$ cat src/rtl/dispense_pkg.sv
// Shared constants and types for the dispense command parser.
// Latency: n/a (declarations only).
// Backpressure: n/a.
package dispense_pkg;

  // Start-of-frame marker; also seeds the XOR checksum.
  localparam logic [7:0] SOF_BYTE  = 8'hA5;
  // SOF, SLOT, COUNT, CHK.
  localparam int         FRAME_LEN = 4;

  localparam logic [1:0] ERR_NONE     = 2'b00;
  localparam logic [1:0] ERR_CHECKSUM = 2'b01;
  localparam logic [1:0] ERR_TIMEOUT  = 2'b10;
  localparam logic [1:0] ERR_BADARG   = 2'b11;

  typedef enum logic [2:0] {
    ST_HUNT  = 3'd0,
    ST_SLOT  = 3'd1,
    ST_COUNT = 3'd2,
    ST_CHK   = 3'd3,
    ST_HOLD  = 3'd4
  } state_e;

endpackage

$ cat src/rtl/dispense_cmd_parser_sat_counter.sv
// Saturating up-counter: sticks at all-ones instead of wrapping.
// Latency: count reflects inc_i one cycle later.
// Backpressure: none; clr_i has priority over inc_i.
// Ports: clk, clr_i (sync clear), inc_i (increment request), cnt_o (count).
module sat_counter #(
  parameter int W = 16
) (
  input  logic         clk,
  input  logic         clr_i,
  input  logic         inc_i,
  output logic [W-1:0] cnt_o
);

  logic [W-1:0] cnt_q;

  always_ff @(posedge clk) begin
    if (clr_i) begin
      cnt_q <= '0;
    end else if (inc_i && (cnt_q != '1)) begin
      cnt_q <= cnt_q + W'(1);
    end
  end

  assign cnt_o = cnt_q;

endmodule

$ cat src/rtl/dispense_cmd_parser.sv
// Pops the command byte FIFO, reassembles 4-byte dispense frames, validates them.
// Latency: cmd_valid rises 1 cycle after the CHK byte is processed; 1 byte/cycle sustained.
// Backpressure: while a command waits for cmd_ready no further bytes are popped.
// Ports: clk/rst (sync, active-high); fifo_empty/fifo_rd_en/fifo_dout FIFO read side;
//        cmd_valid/cmd_ready/cmd_slot/cmd_count command handshake;
//        err_pulse/err_code error report; frames_ok/frames_err saturating counters.
module dispense_cmd_parser
  import dispense_pkg::*;
#(
  parameter int NUM_SLOTS      = 8,
  parameter int TIMEOUT_CYCLES = 50000,  // must be >= 2
  parameter int CNT_W          = 16
) (
  input  logic             clk,
  input  logic             rst,
  input  logic             fifo_empty,
  output logic             fifo_rd_en,
  input  logic [7:0]       fifo_dout,
  output logic             cmd_valid,
  input  logic             cmd_ready,
  output logic [7:0]       cmd_slot,
  output logic [7:0]       cmd_count,
  output logic             err_pulse,
  output logic [1:0]       err_code,
  output logic [CNT_W-1:0] frames_ok,
  output logic [CNT_W-1:0] frames_err
);

  localparam int                IDLE_W   = $clog2(TIMEOUT_CYCLES);
  localparam logic [IDLE_W-1:0] IDLE_MAX = IDLE_W'(TIMEOUT_CYCLES - 1);

  state_e            state_q, state_d;
  logic              rd_pend_q;
  logic [7:0]        slot_q, slot_d;
  logic [7:0]        count_q, count_d;
  logic [IDLE_W-1:0] idle_q, idle_d;
  logic              cmd_valid_q, cmd_valid_d;
  logic              err_pulse_q, err_pulse_d;
  logic [1:0]        err_code_q, err_code_d;
  logic              err_evt, ok_evt;
  logic [1:0]        err_sel;
  logic              slot_bad;

  // No pop while holding a command, and no pop in CHK while the CHK byte is
  // already in flight: that keeps the next frame's SOF in the FIFO.
  assign fifo_rd_en = !fifo_empty && (state_q != ST_HOLD) &&
                      !((state_q == ST_CHK) && rd_pend_q);

  assign slot_bad = int'({24'd0, slot_q}) >= NUM_SLOTS;

  always_comb begin
    state_d     = state_q;
    slot_d      = slot_q;
    count_d     = count_q;
    idle_d      = idle_q;
    cmd_valid_d = cmd_valid_q;
    err_code_d  = err_code_q;
    err_evt     = 1'b0;
    err_sel     = ERR_NONE;
    ok_evt      = 1'b0;

    unique case (state_q)
      ST_HUNT: begin
        idle_d = '0;
        if (rd_pend_q && (fifo_dout == SOF_BYTE)) begin
          state_d = ST_SLOT;
        end
      end
      ST_SLOT, ST_COUNT, ST_CHK: begin
        // A byte landing in the timeout cycle wins over the timeout.
        if (rd_pend_q) begin
          idle_d = '0;
          if (state_q == ST_SLOT) begin
            slot_d  = fifo_dout;
            state_d = ST_COUNT;
          end else if (state_q == ST_COUNT) begin
            count_d = fifo_dout;
            state_d = ST_CHK;
          end else if (fifo_dout != (SOF_BYTE ^ slot_q ^ count_q)) begin
            err_evt = 1'b1;
            err_sel = ERR_CHECKSUM;
          end else if ((count_q == 8'd0) || slot_bad) begin
            err_evt = 1'b1;
            err_sel = ERR_BADARG;
          end else begin
            state_d     = ST_HOLD;
            cmd_valid_d = 1'b1;
          end
        end else if (idle_q == IDLE_MAX) begin
          err_evt = 1'b1;
          err_sel = ERR_TIMEOUT;
        end else begin
          idle_d = idle_q + IDLE_W'(1);
        end
      end
      ST_HOLD: begin
        if (cmd_ready) begin
          ok_evt      = 1'b1;
          cmd_valid_d = 1'b0;
          state_d     = ST_HUNT;
        end
      end
      default: begin
        state_d     = ST_HUNT;
        cmd_valid_d = 1'b0;
      end
    endcase

    if (err_evt) begin
      err_code_d = err_sel;
      state_d    = ST_HUNT;
      idle_d     = '0;
    end
    err_pulse_d = err_evt;
  end

  always_ff @(posedge clk) begin
    if (rst) begin
      state_q     <= ST_HUNT;
      rd_pend_q   <= 1'b0;
      slot_q      <= 8'd0;
      count_q     <= 8'd0;
      idle_q      <= '0;
      cmd_valid_q <= 1'b0;
      err_pulse_q <= 1'b0;
      err_code_q  <= ERR_NONE;
    end else begin
      state_q     <= state_d;
      rd_pend_q   <= fifo_rd_en;
      slot_q      <= slot_d;
      count_q     <= count_d;
      idle_q      <= idle_d;
      cmd_valid_q <= cmd_valid_d;
      err_pulse_q <= err_pulse_d;
      err_code_q  <= err_code_d;
    end
  end

  sat_counter #(.W(CNT_W)) u_ok_cnt (
    .clk   (clk),
    .clr_i (rst),
    .inc_i (ok_evt),
    .cnt_o (frames_ok)
  );

  sat_counter #(.W(CNT_W)) u_err_cnt (
    .clk   (clk),
    .clr_i (rst),
    .inc_i (err_evt),
    .cnt_o (frames_err)
  );

  assign cmd_valid = cmd_valid_q;
  assign cmd_slot  = slot_q;
  assign cmd_count = count_q;
  assign err_pulse = err_pulse_q;
  assign err_code  = err_code_q;

endmodule

$ cat config.mk
export PLATFORM = sky130hd
export DESIGN_NAME = dispense_cmd_parser
export DESIGN_NICKNAME = d
export VERILOG_FILES = /design/src/rtl/dispense_pkg.sv /design/src/rtl/dispense_cmd_parser_sat_counter.sv /design/src/rtl/dispense_cmd_parser.sv
export SDC_FILE = /design/constraint.sdc
export NUM_CORES = 1
export LEC_CHECK = 0
export CAP_MARGIN = 40
export CORE_ASPECT_RATIO = 1.75
export CORE_MARGIN = 5
export CORE_UTILIZATION = 30
export CTS_CLUSTER_SIZE = 20
export DETAILED_ROUTE_END_ITERATION = 12
export GPL_ROUTABILITY_DRIVEN = 0
export PLACE_DENSITY_LB_ADDON = 0.3
export REMOVE_ABC_BUFFERS = 1
export SLEW_MARGIN = 30
export SYNTH_ARGS = -nofsm -noshare
export SYNTH_HDL_FRONTEND = slang
export SYNTH_SLANG_ARGS = --single-unit
$ cat constraint.sdc
create_clock -name clk -period 2.2 [get_ports clk]
set_input_delay 0.33 -clock clk [delete_from_list [all_inputs] [get_ports clk]]
set_output_delay 0.33 -clock clk [all_outputs]
set_load 0.01 [all_outputs]
# Yosys cells after proc, flatten, opt, wreduce, memory -nomap -nowiden
# Index checks and enable logic that the tools add are counted.
dict set report classes {
  eq_ne 20
  n_lt_le_gt_ge 1
  bitwise_logic 4
  n_mux 34
  n_reduce_logical 19
  addsub 3
}
# operator n
set ops {}
lappend ops {{16-bit by 1-bit adder with 16-bit output, second input constant} 3}
lappend ops {{16-bit 2-to-1 mux} 2}
lappend ops {{16-bit inequality test, second input constant} 2}
lappend ops {{16-bit case mux with 2 select lines} 1}
lappend ops {{3-bit 2-to-1 mux} 7}
lappend ops {{16-bit == test, second input constant} 1}
lappend ops {{1-bit 2-to-1 mux} 15}
lappend ops {{2-bit 2-to-1 mux} 7}
lappend ops {{2-bit inequality test, second input constant} 7}
lappend ops {{3-bit case mux with 3 select lines} 1}
lappend ops {{8-bit == test, second input constant} 1}
lappend ops {{8-bit by 4-bit >= comparator with 1-bit output, second input constant} 1}
lappend ops {{8-bit zero test} 1}
lappend ops {{4-bit inequality test, second input constant} 2}
lappend ops {{8-bit inequality test} 1}
lappend ops {{8-bit XOR} 1}
lappend ops {{7-bit AND reduction} 1}
lappend ops {{3-bit by 2-bit == test with 1-bit output, second input constant} 2}
lappend ops {{1-bit logical AND} 6}
lappend ops {{3-bit inequality test, second input constant} 2}
lappend ops {{5-bit AND reduction} 1}
lappend ops {{4-bit inverter} 1}
lappend ops {{4-bit AND reduction} 1}
lappend ops {{3-bit by 1-bit == test with 1-bit output, second input constant} 1}
lappend ops {{11 further kinds} 13}
dict set report word_totals {
  word_cells 91
  output_inout_bits 53
  regBits 72
  in_bits 12
}

# Logic depth before layout (Yosys ltp)
dict set report depth {
  depth_word 9
  depth_mapped 8
  mapped_depth_nobuf 7
}

# Cells and area by module
# Synthesis repeated with hierarchy kept, for this count alone.
dict set report unflattened {
  cells_unflattened 427
  hier_area_um2 3776.1
}
# module instances cells_each seq_area_each_um2 area_per_inst_um2
set by_module_without_submodules {}
lappend by_module_without_submodules {dispense_cmd_parser 1 229 800.8 2079.5}
lappend by_module_without_submodules {sat_counter 2 99 320.3 848.3}

# Least setup slack after synthesis
# Ideal clock, no wire load.
dict set report synth_path {
  path_type {register to register}
  startpoint {register count_q[3], in the netlist cmd_count[3]}
  endpoint {register u_err_cnt.cnt_q[13], in the netlist u_err_cnt.cnt_o[13]}
  required_ns 2.077
  setup_time_ns 0.123
  synth_period_minus_slack_ns 2.258
  slack_ns -0.058
  t_arrival_ns 2.135
  n_path_buf 0
  path_stages_with_launch 7
  cell_sequence {dfxtp_1 xor3_1 nor4_4 a31oi_1 o211ai_2 nor3_1 mux2_1}
}
dict set report synth_via {
  elab_chain_len 9
  elab_cells_between_ends 11
  classes_between {eq/ne: 1; mux: 6; bitwise: 1; reduce/logical: 3}
}
# item line_no
set synth_lines {}
lappend synth_lines {{from (decl)} dispense_cmd_parser.sv:35} ;# logic [7:0] count_q, count_d;
lappend synth_lines {{from (signal assigned)} dispense_cmd_parser.sv:131} ;# count_q <= count_d;
lappend synth_lines {{8-bit zero test} dispense_cmd_parser.sv:82} ;# end else if ((count_q == 8'd0) || slot_bad) begin
lappend synth_lines {{1-bit logical OR} dispense_cmd_parser.sv:82}
lappend synth_lines {{1-bit 2-to-1 mux} dispense_cmd_parser.sv:82}
lappend synth_lines {{1-bit 2-to-1 mux (*)} dispense_cmd_parser.sv:79} ;# end else if (fifo_dout != (SOF_BYTE ^ slot_q ^ count_q)) begin
lappend synth_lines {{1-bit 2-to-1 mux (*)} dispense_cmd_parser.sv:76} ;# end else if (state_q == ST_COUNT) begin
lappend synth_lines {{1-bit 2-to-1 mux (*)} dispense_cmd_parser.sv:73} ;# if (state_q == ST_SLOT) begin
lappend synth_lines {{1-bit 2-to-1 mux (*)} dispense_cmd_parser.sv:71} ;# if (rd_pend_q) begin
lappend synth_lines {{1-bit 2-to-1 mux (*)} dispense_cmd_parser.sv:62} ;# unique case (state_q)
lappend synth_lines {{1-bit logical AND (*)} dispense_cmd_parser_sat_counter.sv:19} ;# end else if (inc_i && (cnt_q != '1)) begin
lappend synth_lines {{to (signal assigned)} dispense_cmd_parser_sat_counter.sv:20} ;# cnt_q <= cnt_q + W'(1);
lappend synth_lines {{to (decl)} dispense_cmd_parser_sat_counter.sv:14} ;# logic [W-1:0] cnt_q;
# Every way passes the cells marked *; elsewhere a longest branch is shown, timed or not.
# A chain may end at the register's enable or synchronous reset.

# Worst setup path after layout
dict set report layout_path {
  startpoint {register count_q[3], in the netlist cmd_count[3]}
  endpoint {register u_err_cnt.cnt_q[12], in the netlist u_err_cnt.cnt_o[12]}
}
# Same word-level chain as after synthesis.

==> run summary <==
Final setup TNS -> -0.0561 ns
Worst EP required -> 2.47 ns
Buffers & Inverters on Critical Path -> 2
Fraction of registers with async set/reset -> 0%
Worst min-delay path class -> input port to flip-flop
CP Max Fanout -> 5
Post-Syn Area per Cell -> 8.96 µm²
Fin crit period -> 2.23 ns
FF+latch count, synth -> 72
Crit path arrival time -> 2.50 ns
Status -> finished, violations left
EDFF count, synth -> 0
Nets -> 533
WL per Instance -> 15.4 µm
Cell Area, Placed -> 4700 µm²
Final setup viols -> 2
# H-tree levels -> 3
R2R depth -> 8
Synth Area in XOR/XNOR -> 12.9%
Fin crit share -> 101%
Share of cells above drive strength 1 -> 22.0%
Total track usage -> 14.2%
Leakage -> 1.97 nW
Largest family of logic cells by synthesized area -> simple AND/OR/NAND/NOR gates
WHS Path Cells -> 4
First-pass GRT wire length -> 16.5 mm
Finished layout cell area -> 5300 µm²
RSZ-0062 raised after global routing -> yes
DR vias -> 3398
Max VDD drop -> 0.000416 V
DRC -> 0
Placeable Area -> 11900 µm²
Die area -> 14400 µm²
Worst path slowest cell -> xor3_1
Reg2reg setup slack -> -0.03 ns
Crit path launch type -> flip-flop
Crit Path Category -> flip-flop to flip-flop
Hold path startpoint -> fifo_dout[1]
Failing checks -> negative setup slack
Final global-route overflow total -> 0
Crit path largest cell delay -> 0.43 ns
Placed instance count -> 634
HPWL after DPL -> 7.50 mm
Initial antenna violation count -> 0
CTS Buf Count -> 9
Synthesized area -> 3600 µm²
Primary FF master, synth -> dfxtp_1
Clock buffer depth -> 2
Uppermost layer routed -> met4
Die Y-Extent -> 155 µm
Seq/Total Area, Yosys -> 40.0%
Max Cap Viol -> 0
Compound-gate portion of the synthesized area -> 11.6%
Cell mode on critical path -> buf_4
Setup WS post-layout -> -0.0282 ns
Largest net degree at the start of global routing -> 27
Most frequent cells in the layout -> dfxtp_1, clkdlybuf4s50_1, nor2_1
Element type at the critical path end -> flip-flop
Synth Area in Adders -> 1.04%
DR vias/cell -> 5.15
Final Max Slew Viols -> 0
CTS tree -> built
Met1 wire length -> 3.89 mm
Rows -> 53
Routed wl met2 -> 5.56 mm
Pwr dens -> 549 nW/µm²
Endpoints failing hold -> 0
Ant diodes -> 0
Clock Sinks -> 72
Number of global-route vias before repair -> 3473
CTS Hold Bufs -> 0
First-pass DRT Iterations -> 4
Reg clk slew, reported paths -> 0.06 ns
Area Growth Syn to Fin -> 47.2%
Final antenna-violating net count -> 0
Met3 wire length -> 359 µm
CP Cell Sequence -> xor3_1 > nor4_4 > buf_4 > a311oi_4 > o211ai_1 > buf_4 > or4_1 > a21oi_1
Final instance count without filler cells -> 660
Slew @ Worst Pin -> 0.388 ns
FF-to-FF End -> u_err_cnt.cnt_o[12]
Io pins -> 65
Clk Latency, worst-skew pair -> 0.33 ns
Post-synthesis cell count -> 402
Max transition margin -> 74.0%
Fmax -> 449 MHz
Mux share of post-synthesis cell area -> 3.99%
Cell variety after synth -> 50
Reg2reg start -> cmd_count[3]
Simple-Gate Fraction of Synth Area -> 27.7%
Skew final -> 0.0105 ns
Critical path depth -> 8
Port Buffers -> 64
Number of DRC markers in iteration 0 -> 97
Commonest non-fill, non-tap cell in the layout -> dfxtp_1
Critical path's top delay family -> compound AO/OA/AOI/OAI gates
Yosys warnings -> 0
CTS Root Cell -> clkbuf_16
Worst Hold Path EP -> cmd_count[1]
Initial Util -> 30.4%
Drt total wl -> 10.1 mm
Width of the die -> 92.8 µm
[worst register-to-register path, cell delays in order (launching register included)]
cell and delay, ns:
dfxtp_2 0.32, xor3_1 0.43, nor4_4 0.07, buf_4 0.14
a311oi_4 0.33, o211ai_1 0.17, buf_4 0.18, or4_1 0.39
a21oi_1 0.14
[synthesized netlist by cell type (5+ instances only)]
cell type	number	area share, %
a21oi_1	16	2.2
a31oi_1	6	1.0
and2_1	5	0.87
and3_1	7	1.2
and4_1	7	1.7
clkbuf_1	15	1.6
dfxtp_1	72	40
inv_1	7	0.73
mux2i_1	11	3.1
nand2_1	33	3.4
nand3_1	18	2.5
nand4_1	15	2.6
nor2_1	56	5.8
nor3_1	15	2.1
o21a_1	14	2.9
o21ai_0	7	0.97
xnor2_1	8	1.9
xor2_1	24	5.8
[worst max path at each step]
| stage | startpoint | endpoint | slack (ns) |
|---|---|---|---|
| 2_1_floorplan | cmd_count[3] | u_err_cnt.cnt_o[10] | -0.15 |
| 3_3_place_gp | fifo_dout[4] | u_err_cnt.cnt_o[12] | -0.49 |
| 3_5_place_dp | fifo_dout[1] | u_err_cnt.cnt_o[14] | -0.52 |
| 4_1_cts | cmd_slot[3] | u_err_cnt.cnt_o[14] | -0.05 |
| 5_1_grt | cmd_count[3] | u_err_cnt.cnt_o[12] | -0.09 |
| 6_report | cmd_count[3] | u_err_cnt.cnt_o[12] | -0.03 |
[state kept, by name, indices dropped and copies added (netlist names)]
signal	count
cmd_valid	1
u_err_cnt.cnt_o	16
rd_pend_q	1
cmd_slot	8
u_ok_cnt.cnt_o	16
err_code	2
cmd_count	8
state_q	3
idle_q	16
err_pulse	1
[area by class of cell]
class,count,area (µm²)
Sequential cell,72,1460
Fill cell,1127,6570
Clock buffer,10,239
Tap cell,137,171
Timing Repair Buffer,121,1110
Clock inverter,6,66.3
Multi-Input combinational cell,307,2240
Inverter,7,26.3
[metal layers]
| metal | up-vias | global-route usage [%] |
|---|---|---|
| met4 | 0 | 7.55 |
| met3 | 24 | 3.10 |
| met5 | - | 0 |
| li1 | 1669 | - |
| met2 | 77 | 26.3 |
| met1 | 1628 | 14.5 |
[repair_timing]
action	in CTS	in global routing
pin swaps	18	19
gates cloned	1	1
setup endpoints to repair	29	35
buffers inserted	8	2
resized for setup	21	36
[where the power goes]
group	internal, mW	switching [mW]	total (mW)	leakage [nW]
sequential	1.30	0.00134	1.31	0.586
clock	0.912	0.576	1.49	0.153
combinational	0.0610	0.0536	0.115	1.23
total	2.28	0.631	2.91	1.97
[per-stage QoR]
step	setup WS [ns]	util (%)	hold WS (ns)	total power, mW
after global routing	-0.0933	44.7	0.431	2.99
after CTS	-0.0455	43.3	0.483	2.93
after floorplan	-0.149	-	0.399	1.37
final	-0.0282	44.7	0.394	2.91
after global placement	-0.488	39.6	0.470	1.44
after detailed placement	-0.524	39.6	0.474	1.44
[cells by family (layout without fill, tap and decap cells)]
logic type | after synthesis | count (layout)
flops | 72 | 72
mux | 14 | 14
xor+xnor | 40 | 40
compound gates | 60 | 61
buf+inv | 24 | 144
fa+ha+maj | 3 | 3
simple gates | 189 | 189
Power figures use the tool's default switching activity.
